File: src/rtl/ktop_axis_pkg.sv
// ktop_axis_pkg
// Shared constants and helpers for the kernel transmit-side word packer.
//   C_DEF_TDATA_WIDTH / C_DEF_WORD_WIDTH : default beat and word widths
//   LP_LANES      : words per output beat at the default widths
//   LP_LANE_BYTES : bytes per word (tkeep bits per lane)
//   LP_KEEP_WIDTH : tkeep width at the default beat width
//   lanes_of / lane_bytes_of / keep_width_of : the same values for any widths
//   lane_lsb      : bit offset of a lane inside a beat (lane-slice helper)
package ktop_axis_pkg;

  localparam int unsigned C_DEF_TDATA_WIDTH = 512;
  localparam int unsigned C_DEF_WORD_WIDTH  = 32;
  localparam int unsigned LP_LANES          = C_DEF_TDATA_WIDTH / C_DEF_WORD_WIDTH;
  localparam int unsigned LP_LANE_BYTES     = C_DEF_WORD_WIDTH / 8;
  localparam int unsigned LP_KEEP_WIDTH     = C_DEF_TDATA_WIDTH / 8;

  function automatic int unsigned lanes_of(input int unsigned tdata_w, input int unsigned word_w);
    return tdata_w / word_w;
  endfunction

  function automatic int unsigned lane_bytes_of(input int unsigned word_w);
    return word_w / 8;
  endfunction

  function automatic int unsigned keep_width_of(input int unsigned tdata_w);
    return tdata_w / 8;
  endfunction

  // Lane k occupies bits [k*width +: width]; the same rule applies to tkeep
  // when width is the number of bytes per lane.
  function automatic int unsigned lane_lsb(input int unsigned lane, input int unsigned width);
    return lane * width;
  endfunction

endpackage

File: src/rtl/ktop_axis_out_reg.sv
// ktop_axis_out_reg
// Single-stage AXI4-Stream output register. A beat is loaded when the packer
// completes one; it is held stable while the downstream stalls, and the
// upstream is told it may proceed whenever the stage is empty or draining.
// Ports:
//   aclk, aresetn          : clock, asynchronous active-low reset
//   load                   : a completed beat is presented this cycle
//   load_data/keep/last    : contents of that beat
//   m_axis_tready          : downstream ready
//   m_axis_tvalid/tdata/tkeep/tlast : registered output beat
//   in_ready               : ~out_valid | m_axis_tready (combinational)
module ktop_axis_out_reg #(
  parameter int unsigned DATA_W = 512,
  parameter int unsigned KEEP_W = 64
) (
  input  logic              aclk,
  input  logic              aresetn,
  input  logic              load,
  input  logic [DATA_W-1:0] load_data,
  input  logic [KEEP_W-1:0] load_keep,
  input  logic              load_last,
  input  logic              m_axis_tready,
  output logic              m_axis_tvalid,
  output logic [DATA_W-1:0] m_axis_tdata,
  output logic [KEEP_W-1:0] m_axis_tkeep,
  output logic              m_axis_tlast,
  output logic              in_ready
);

  logic              out_valid_r;
  logic [DATA_W-1:0] out_data_r;
  logic [KEEP_W-1:0] out_keep_r;
  logic              out_last_r;

  // Loads can only occur while in_ready is high, so a stalled beat is never
  // overwritten; a load in the same cycle as a drain keeps valid asserted.
  assign in_ready = ~out_valid_r | m_axis_tready;

  // Output stage: load a new beat, drain on handshake, otherwise hold.
  always_ff @(posedge aclk or negedge aresetn) begin
    if (!aresetn) begin
      out_valid_r <= 1'b0;
      out_data_r  <= '0;
      out_keep_r  <= '0;
      out_last_r  <= 1'b0;
    end else if (load) begin
      out_valid_r <= 1'b1;
      out_data_r  <= load_data;
      out_keep_r  <= load_keep;
      out_last_r  <= load_last;
    end else if (out_valid_r && m_axis_tready) begin
      out_valid_r <= 1'b0;
    end
  end

  assign m_axis_tvalid = out_valid_r;
  assign m_axis_tdata  = out_data_r;
  assign m_axis_tkeep  = out_keep_r;
  assign m_axis_tlast  = out_last_r;

endmodule

File: src/rtl/ktop_axis_word_packer.sv
// ktop_axis_word_packer
// Packs a stream of narrow result words, lane 0 first, into full-width
// AXI4-Stream beats. A beat is emitted when its last lane fills or when the
// input tlast arrives; unfilled lanes of a partial beat carry zero data and
// zero keep.
// Ports:
//   aclk, aresetn                        : clock, asynchronous active-low reset
//   s_axis_tvalid/tready/tdata/tlast     : narrow input word stream
//   m_axis_tvalid/tready/tdata/tkeep/tlast : wide output beat stream
//   stat_beat_count                      : completed m_axis handshakes (wraps)
module ktop_axis_word_packer
  import ktop_axis_pkg::*;
#(
  parameter int unsigned C_AXIS_TDATA_WIDTH = C_DEF_TDATA_WIDTH,
  parameter int unsigned C_WORD_WIDTH       = C_DEF_WORD_WIDTH,
  parameter int unsigned C_CNT_WIDTH        = 32
) (
  input  logic                            aclk,
  input  logic                            aresetn,
  input  logic                            s_axis_tvalid,
  output logic                            s_axis_tready,
  input  logic [C_WORD_WIDTH-1:0]         s_axis_tdata,
  input  logic                            s_axis_tlast,
  output logic                            m_axis_tvalid,
  input  logic                            m_axis_tready,
  output logic [C_AXIS_TDATA_WIDTH-1:0]   m_axis_tdata,
  output logic [C_AXIS_TDATA_WIDTH/8-1:0] m_axis_tkeep,
  output logic                            m_axis_tlast,
  output logic [C_CNT_WIDTH-1:0]          stat_beat_count
);

  localparam int unsigned P_LANES      = lanes_of(C_AXIS_TDATA_WIDTH, C_WORD_WIDTH);
  localparam int unsigned P_LANE_BYTES = lane_bytes_of(C_WORD_WIDTH);
  localparam int unsigned P_KEEP_W     = keep_width_of(C_AXIS_TDATA_WIDTH);
  localparam int unsigned P_IDX_W      = (P_LANES > 1) ? $clog2(P_LANES) : 1;
  localparam logic [P_IDX_W-1:0] P_LAST_IDX = P_IDX_W'(P_LANES - 1);

  logic [P_IDX_W-1:0]            idx_r;
  logic [C_AXIS_TDATA_WIDTH-1:0] acc_data_r;
  logic [P_KEEP_W-1:0]           acc_keep_r;
  logic [C_CNT_WIDTH-1:0]        beat_cnt_r;

  logic                          in_hs_s;
  logic                          complete_s;
  logic [C_AXIS_TDATA_WIDTH-1:0] acc_data_nx_s;
  logic [P_KEEP_W-1:0]           acc_keep_nx_s;

  assign in_hs_s    = s_axis_tvalid & s_axis_tready;
  assign complete_s = in_hs_s & ((idx_r == P_LAST_IDX) | s_axis_tlast);

  // Accumulator including the word being accepted this cycle; this is what a
  // completing word hands to the output stage.
  always_comb begin
    acc_data_nx_s = acc_data_r;
    acc_keep_nx_s = acc_keep_r;
    if (in_hs_s) begin
      acc_data_nx_s[lane_lsb(32'(idx_r), C_WORD_WIDTH) +: C_WORD_WIDTH] = s_axis_tdata;
      acc_keep_nx_s[lane_lsb(32'(idx_r), P_LANE_BYTES) +: P_LANE_BYTES] = {P_LANE_BYTES{1'b1}};
    end else begin
      acc_data_nx_s = acc_data_r;
      acc_keep_nx_s = acc_keep_r;
    end
  end

  // Lane index and accumulator: clear after a completed beat so the next
  // packet always starts in lane 0 with no stale lanes.
  always_ff @(posedge aclk or negedge aresetn) begin
    if (!aresetn) begin
      idx_r      <= '0;
      acc_data_r <= '0;
      acc_keep_r <= '0;
    end else if (complete_s) begin
      idx_r      <= '0;
      acc_data_r <= '0;
      acc_keep_r <= '0;
    end else if (in_hs_s) begin
      idx_r      <= idx_r + P_IDX_W'(1);
      acc_data_r <= acc_data_nx_s;
      acc_keep_r <= acc_keep_nx_s;
    end
  end

  // Completed output handshakes, wrapping at the counter width.
  always_ff @(posedge aclk or negedge aresetn) begin
    if (!aresetn) begin
      beat_cnt_r <= '0;
    end else if (m_axis_tvalid && m_axis_tready) begin
      beat_cnt_r <= beat_cnt_r + C_CNT_WIDTH'(1);
    end
  end

  assign stat_beat_count = beat_cnt_r;

  ktop_axis_out_reg #(
    .DATA_W (C_AXIS_TDATA_WIDTH),
    .KEEP_W (P_KEEP_W)
  ) u_out_reg (
    .aclk          (aclk),
    .aresetn       (aresetn),
    .load          (complete_s),
    .load_data     (acc_data_nx_s),
    .load_keep     (acc_keep_nx_s),
    .load_last     (s_axis_tlast),
    .m_axis_tready (m_axis_tready),
    .m_axis_tvalid (m_axis_tvalid),
    .m_axis_tdata  (m_axis_tdata),
    .m_axis_tkeep  (m_axis_tkeep),
    .m_axis_tlast  (m_axis_tlast),
    .in_ready      (s_axis_tready)
  );

endmodule

File: config.mk
export PLATFORM = sky130hd
export DESIGN_NAME = ktop_axis_word_packer
export DESIGN_NICKNAME = d
export VERILOG_FILES = /design/src/rtl/ktop_axis_pkg.sv /design/src/rtl/ktop_axis_out_reg.sv /design/src/rtl/ktop_axis_word_packer.sv
export SDC_FILE = /design/constraint.sdc
export NUM_CORES = 2
export LEC_CHECK = 0
export CELL_PAD_IN_SITES_DETAIL_PLACEMENT = 0
export CELL_PAD_IN_SITES_GLOBAL_PLACEMENT = 2
export CORE_ASPECT_RATIO = 0.6
export CORE_UTILIZATION = 35
export CTS_CLUSTER_DIAMETER = 30
export DETAILED_ROUTE_END_ITERATION = 7
export GPL_TIMING_DRIVEN = 0
export PLACE_DENSITY_LB_ADDON = 0.1
export SLEW_MARGIN = 20
export SYNTH_ARGS = -nofsm -noshare
export SYNTH_HDL_FRONTEND = slang
export SYNTH_SLANG_ARGS = --single-unit
File: constraint.sdc
create_clock -name aclk -period 4.18 [get_ports aclk]
set_clock_uncertainty 0.05 [all_clocks]
set_input_delay 0.418 -clock aclk [delete_from_list [all_inputs] [get_ports aclk]]
set_output_delay 0.418 -clock aclk [all_outputs]
set_load 0.1 [all_outputs]
======== After elaboration in Yosys (flattened, before gate mapping) ========
Cells that the tools add are included.
word-level totals
  flip-flop bits (word level) ............. 1190
  bits of input ports ..................... 37
  output and inout port bits .............. 611
  logic and storage cells ................. 37
operators by class
  add/subtract/negate cells ............... 4
  equality and inequality tests ........... 1
  shifts and indexed selects .............. 4
  mux-type cells .......................... 12
  bitwise logic cells ..................... 5
  reductions and logical operators ........ 3
operators by type and width
  operator                                                                      count
  512-bit 2-to-1 mux                                                            3
  512-bit bitwise mux                                                           1
  32-bit by 34-bit variable shift with 512-bit output, first input constant     1
  32-bit by 34-bit indexed part select with 512-bit output                      1
  64-bit 2-to-1 mux                                                             3
  64-bit bitwise mux                                                            1
  4-bit by 34-bit variable shift with 64-bit output, first input constant       1
  4-bit by 34-bit indexed part select with 64-bit output, first input constant  1
  6-bit negation with 34-bit output                                             1
  9-bit negation with 34-bit output                                             1
  32-bit by 1-bit adder with 32-bit output, second input constant               1
  4-bit 2-to-1 mux                                                              2
  4-bit by 1-bit adder with 4-bit output, second input constant                 1
  4-bit equality test, second input constant                                    1
  2-bit nonzero test                                                            2
  1-bit bitwise AND                                                             2
  1-bit 2-to-1 mux                                                              2
  1-bit OR                                                                      2
  1-bit logical AND                                                             1
  1-bit inverter                                                                1

======== Longest topological paths before layout ========
  word-level depth ........................ 6
  depth in mapped cells ................... 13
  gate-level depth less buffers ........... 7

======== Cells and area by module ========
From an unflattened synthesis, not the netlist that was laid out.
unflattened totals
  cell total of the unflattened synthesis .. 4362
  area total of the unflattened synthesis .. 53433.7 um^2
by module, submodules not included
  module                 times used  cells each  area each (um^2)  seq. area each (um^2)
  ktop_axis_word_packer  1           3141        29851.1           15314.7
  ktop_axis_out_reg      1           1221        23582.6           14463.9

======== Least setup slack after synthesis ========
OpenSTA, ideal clock, no wires.
  path type ............................... reg2reg
  start point ............................. reg u_out_reg.out_valid_r, in the netlist u_out_reg.m_axis_tvalid
  end point ............................... reg u_out_reg.out_data_r[238], in the netlist u_out_reg.m_axis_tdata[238]
  library setup time ...................... 137 ps
  arrival time ............................ 3311 ps
  data required time ...................... 3993 ps
  setup slack ............................. 682 ps
  cell stages (with the launch flop) ...... 10
  path buffers ............................ 3
  period minus slack after synthesis ...... 3498 ps
  cell sequence ........................... dfrtp_1 -> nor2b_4 -> clkinv_1 -> nand2_1 -> nor2_1 -> buf_2 -> clkbuf_1 -> clkbuf_1 -> nor2_1 -> a21oi_1
on the way
  word-level cells in the longest chain between the ends .. 4
  elaborated cells on any way between the ends .. 5
  classes of those cells .................. mux: 1; bitwise: 4
ends and longest elaborated chain
  element                                                         RTL line                                                  RTL
  start, declared                                                 ktop_axis_out_reg.sv:30                                   logic out_valid_r;
  start signal, assigned                                          ktop_axis_out_reg.sv:42                                   out_valid_r <= 1'b0;
  start signal, assigned                                          ktop_axis_out_reg.sv:47                                   out_valid_r <= 1'b1;
  start signal, assigned                                          ktop_axis_out_reg.sv:52                                   out_valid_r <= 1'b0;
  1-bit inverter *                                                ktop_axis_out_reg.sv:37                                   assign in_ready = ~out_valid_r | m_axis_tready;
  1-bit OR *                                                      ktop_axis_out_reg.sv:37
  net s_axis_tready                                               ktop_axis_word_packer.sv:21                               output logic s_axis_tready,
  1-bit bitwise AND *                                             ktop_axis_word_packer.sv:48                               assign in_hs_s = s_axis_tvalid & s_axis_tready;
  512-bit 2-to-1 mux / 1-bit bitwise AND (equally long branches)  ktop_axis_word_packer.sv:56, ktop_axis_word_packer.sv:49
  end signal, assigned                                            ktop_axis_out_reg.sv:48                                   out_data_r <= load_data;
  end, declared                                                   ktop_axis_out_reg.sv:31                                   logic [DATA_W-1:0] out_data_r;
The timed path passes the listed nets; every way through them passes the cells marked *.
A chain may end at the register's enable or synchronous reset.

======== Worst setup path in the final report ========
  start point ............................. reg idx_r[0]
  end point ............................... reg u_out_reg.out_data_r[438], in the netlist u_out_reg.m_axis_tdata[438]
on the way
  word-level cells in the longest chain between the ends .. 4
  elaborated cells on any way between the ends .. 8
  classes of those cells .................. add/sub: 1; eq/ne: 1; shift: 2; mux: 2; bitwise: 2
ends and longest elaborated chain
  element                                                                                                                                 RTL line                     RTL
  start, declared                                                                                                                         ktop_axis_word_packer.sv:38  logic [P_IDX_W-1:0] idx_r;
  start signal, assigned                                                                                                                  ktop_axis_word_packer.sv:77  idx_r <= idx_r + P_IDX_W'(1);
  9-bit negation with 34-bit output                                                                                                       ktop_axis_word_packer.sv:57  acc_data_nx_s[lane_lsb(32'(idx_r), C_WORD_WIDTH) +: C_WORD_WIDTH] = s_axis_tdata;
  32-bit by 34-bit indexed part select with 512-bit output / 32-bit by 34-bit variable shift with 512-bit output (equally long branches)  ktop_axis_word_packer.sv:57
  512-bit bitwise mux                                                                                                                     ktop_axis_word_packer.sv:57
  512-bit 2-to-1 mux                                                                                                                      ktop_axis_word_packer.sv:56  if (in_hs_s) begin
Parallel ways exist; a longest one is shown, timed or not.

==> impl_metrics.tcl <==
set metrics [dict create \
    clockPowerShare_pct 44.2 \
    pwr_density_cell_mw_per_mm2 636 \
    die-area_mm2 0.137 \
    cp-end-kind "flip-flop" \
    finalWirelength_um 215000 \
    met1Wirelength_um 97600 \
    syn-num-nets 4594 \
    start_kind "flip-flop" \
    rsz0062_at_grt "true" \
    grt_first_pass_wirelength_um 299000 \
    die_w_um 476 \
    die_h_um 287 \
    port_buffers 642 \
    via_count 39037 \
    cts_root_buf "clkbuf_16" \
    antenna_found_initial 30 \
    seq_area_frac_synth_pct 63.0 \
    status "finished clean" \
    power.switching_uw 14900 \
    yosys_warnings 0 \
    ys_types 60 \
    setup_slack_ns 0.0900 \
    topRoutingLayerUsed "met5" \
    coreArea_mm2 0.134 \
    cts_sinks 1190 \
    insertion_delay_ns 0.81 \
    p_sw_share_pct 36.6 \
    cellLeakagePower_uw 0.0288 \
    ir_drop_mv 0.368 \
    internal_power_uw 25800 \
    critical_path_required_ns 4.82 \
    max-slew-margin-rel_pct 18.1 \
    grt-ovfl-total 0 \
    async_flop_share_pct 100 \
    worst_pin_slew_ns 1.23 \
    power_frac_comb_pct 23.9 \
    drive_gt1_share_pct 10.4 \
    seq_power_share_pct 31.9 \
    fin_nets 5475 \
    start_util_pct 35.3 \
    cts_tree "yes" \
    fin_cells 7424 \
    boundaryPins 648 \
    finalCriticalPeriod_ns 4.09 \
    clk_pin_slew_worst_paths_ns 0.05 \
    finalHoldViolCount 0 \
    grt_pass1_vias 38700 \
    syn_inst 4551 \
    cp_max_fo 10 \
    clk_path_buf_depth 3 \
    critPathKind "flip-flop to flip-flop" \
    drv_slew 0 \
    htree_levels 4 \
    avgSynthCellArea_um2 10.4 \
    rows 104 \
    synth-edff-count 0 \
    fmax_ghz 0.245 \
    dp_hpwl_um 156000 \
    period_share_pct 97.8 \
    dr_wl_met2_um 91100 \
    ys.flop_type "dfrtp_1" \
    grt_start_max_net_pins 138 \
    final_core_util_pct 47.8 \
    wl_met3_um 19100 \
    synth_area_mm2 0.0473 \
    grt_use_total_pct 31.1 \
    area_growth_pct 35.5 \
    setup_viol 0 \
    drv_cap 0 \
    via_per_inst 5.26 \
    synth_seq_cells 1190 \
    wl_per_cell_um 28.9 \
    gp_congestion 0.889 \
    cp.arrival_ns 4.73 \
    numCtsBuffers 206 \
    n_fill_cell 12883 \
    hp-class "input pin to asynchronous set/reset pin" \
    ant_nets 0 \
    dp_cells 7012 \
    drcViolationCount 0 \
    post-place-ws_ns -0.549 \
    drtIter0Drc 3590 \
    power.total_uw 40700 \
    drt_first_pass_iters 7 \
]
==> layout by cell type (no fill, tap or decap), types with 12 or more instances in the layout <==
cell type        count
dfrtp_1           1190
a31oi_1             82
nor2_1             709
clkinv_2            40
bufinv_16           32
inv_6               17
o21ai_0            356
nor3_1              12
nand2_1            737
a21oi_1            400
and2_1              36
buf_2               70
buf_4               25
a32oi_1             18
a22o_1             104
xor2_1              13
clkbuf_16          206
a221oi_1            12
clkdlybuf4s50_1    627
xnor2_1             19
clkbuf_8            29
clkbuf_2            50
nand3_1             20
clkinv_4            13
mux2i_1            291
clkbuf_1           229
and3_1              38
clkinvlp_4          21
o21ai_1             45
or3_1               17
buf_16              17
==> worst max-delay path: stages, from the launching register on <==
cell and delay [ns]:
dfrtp_1 0.49, clkbuf_2 0.29, clkbuf_2 0.34, nor3_1 0.09, ha_1 0.38, nor2b_1 0.53
o2111ai_1 0.46, buf_2 0.37, clkbuf_1 0.39, a211oi_2 0.46, nor2_1 0.09
==> state kept, by name, indices dropped and copies added (netlist names) <==
signal / flops
u_out_reg.m_axis_tvalid: 1
u_out_reg.m_axis_tlast: 1
acc_keep_r: 64
stat_beat_count: 32
idx_r: 4
acc_data_r: 512
u_out_reg.m_axis_tkeep: 64
u_out_reg.m_axis_tdata: 512
==> per-stage QoR <==
step / hold slack, ns / TNS [ns] / instance area (um2)
2_1_floorplan: 0.0724 / 0 / 47300
3_3_place_gp: 0.407 / - / 55900
3_5_place_dp: 0.317 / -32.76 / 56500
4_1_cts: 0.108 / 0 / 64000
5_1_grt: 0.172 / -0.0496 / 64100
6_report: 0.124 / 0 / 64100
==> Yosys cell counts, types with 2 or more instances <==
library cell | n | share of area (%)
a211oi_1 | 3 | 0.048
a21oi_1 | 400 | 4.2
a221oi_1 | 12 | 0.22
a22o_1 | 104 | 1.9
a31oi_1 | 82 | 1.1
a32o_1 | 6 | 0.13
a32oi_1 | 18 | 0.33
and2_1 | 36 | 0.48
and3_1 | 38 | 0.50
buf_1 | 5 | 0.040
buf_2 | 56 | 0.59
buf_4 | 15 | 0.24
buf_6 | 10 | 0.24
clkbuf_1 | 257 | 2.0
dfrtp_1 | 1190 | 63
ha_1 | 6 | 0.16
inv_1 | 8 | 0.064
mux2i_1 | 292 | 6.2
nand2_1 | 737 | 5.9
nand2b_1 | 4 | 0.053
nand3_1 | 20 | 0.21
nand4_1 | 10 | 0.13
nor2_1 | 711 | 5.6
nor2_2 | 2 | 0.026
nor2_4 | 4 | 0.095
nor2_8 | 4 | 0.17
nor2b_1 | 11 | 0.15
nor3_1 | 13 | 0.14
nor3_2 | 4 | 0.085
nor3_4 | 4 | 0.14
nor4_1 | 3 | 0.040
o2111ai_1 | 2 | 0.037
o21ai_0 | 357 | 3.8
o21ai_1 | 45 | 0.48
o2bb2ai_1 | 9 | 0.17
o31ai_1 | 2 | 0.032
or2_2 | 2 | 0.026
or3_1 | 17 | 0.22
xnor2_1 | 19 | 0.35
xor2_1 | 13 | 0.24
==> layout make-up <==
class / instances / area, um2 / share of cell area, %
plain buffers: 343 / 1560 / 2.43
diodes: 9 / 22.5 / 0.0352
flip-flops and latches: 1190 / 29800 / 46.5
clock inverters: 133 / 1790 / 2.80
multi-input cells: 3008 / 16000 / 25.0
well taps: 1802 / 2250 / 3.52
inverters: 9 / 33.8 / 0.0527
clock buffers: 256 / 5630 / 8.79
repair buffers: 674 / 7000 / 10.9
==> path summary, 6_finish.rpt <==
kind | slack (ns) | endpoint | startpoint | depth (start not counted)
worst max register to register | 0.09 | u_out_reg.m_axis_tdata[438] | idx_r[0] | 10
worst max-delay path | 0.09 | u_out_reg.m_axis_tdata[438] | idx_r[0] | 10
max in group asynchronous | 1.19 | acc_data_r[56] | aresetn | 6
worst min-delay path | 0.12 | u_out_reg.m_axis_tkeep[30] | aresetn | 2
worst min register to register | 0.42 | stat_beat_count[31] | stat_beat_count[31] | 1
min in group aclk | 0.17 | acc_data_r[343] | s_axis_tdata[23] | 3
==> kinds of logic (layout without fill, tap and decap cells) <==
kind of cell | Yosys count | after routing | synth area share, %
AO/OA/AOI/OAI | 1048 | 1048 | 12.6
XOR/XNOR | 32 | 32 | 0.593
adder cells (fa/ha/maj) | 6 | 6 | 0.159
buffers and inverters | 353 | 1415 | 3.23
flip-flops | 1190 | 1190 | 63.0
multiplexers | 293 | 293 | 6.21
other | 0 | 9 | 0
AND/OR/NAND/NOR | 1629 | 1629 | 14.2
==> metal layers <==
metal / up-vias / track usage [%]
met1: 20068 / 44.2
met5: - / 0
met3: 286 / 9.81
met2: 1396 / 44.7
li1: 17285 / -
met4: 2 / 10.4
==> repair_timing <==
item | CTS | global route
buffers inserted | 6 | 7
endpoints found under the hold margin | 193 | 0
hold buffers | 1 | 0
endpoints found under the setup margin | 229 | 157
gates resized for setup | 8 | 5
pin swaps | 2 | 1
==> power groups by stage <==
stage	registers, uW	clock network [uW]	logic (uW)
after floorplan	18000	0	1580
after global placement	13300	0	9570
after detailed placement	13200	0	9700
after CTS	13000	18200	9720
after global routing	13100	18800	10000
final	13000	18000	9730
Note: power is estimated with default switching activity, not from simulation.
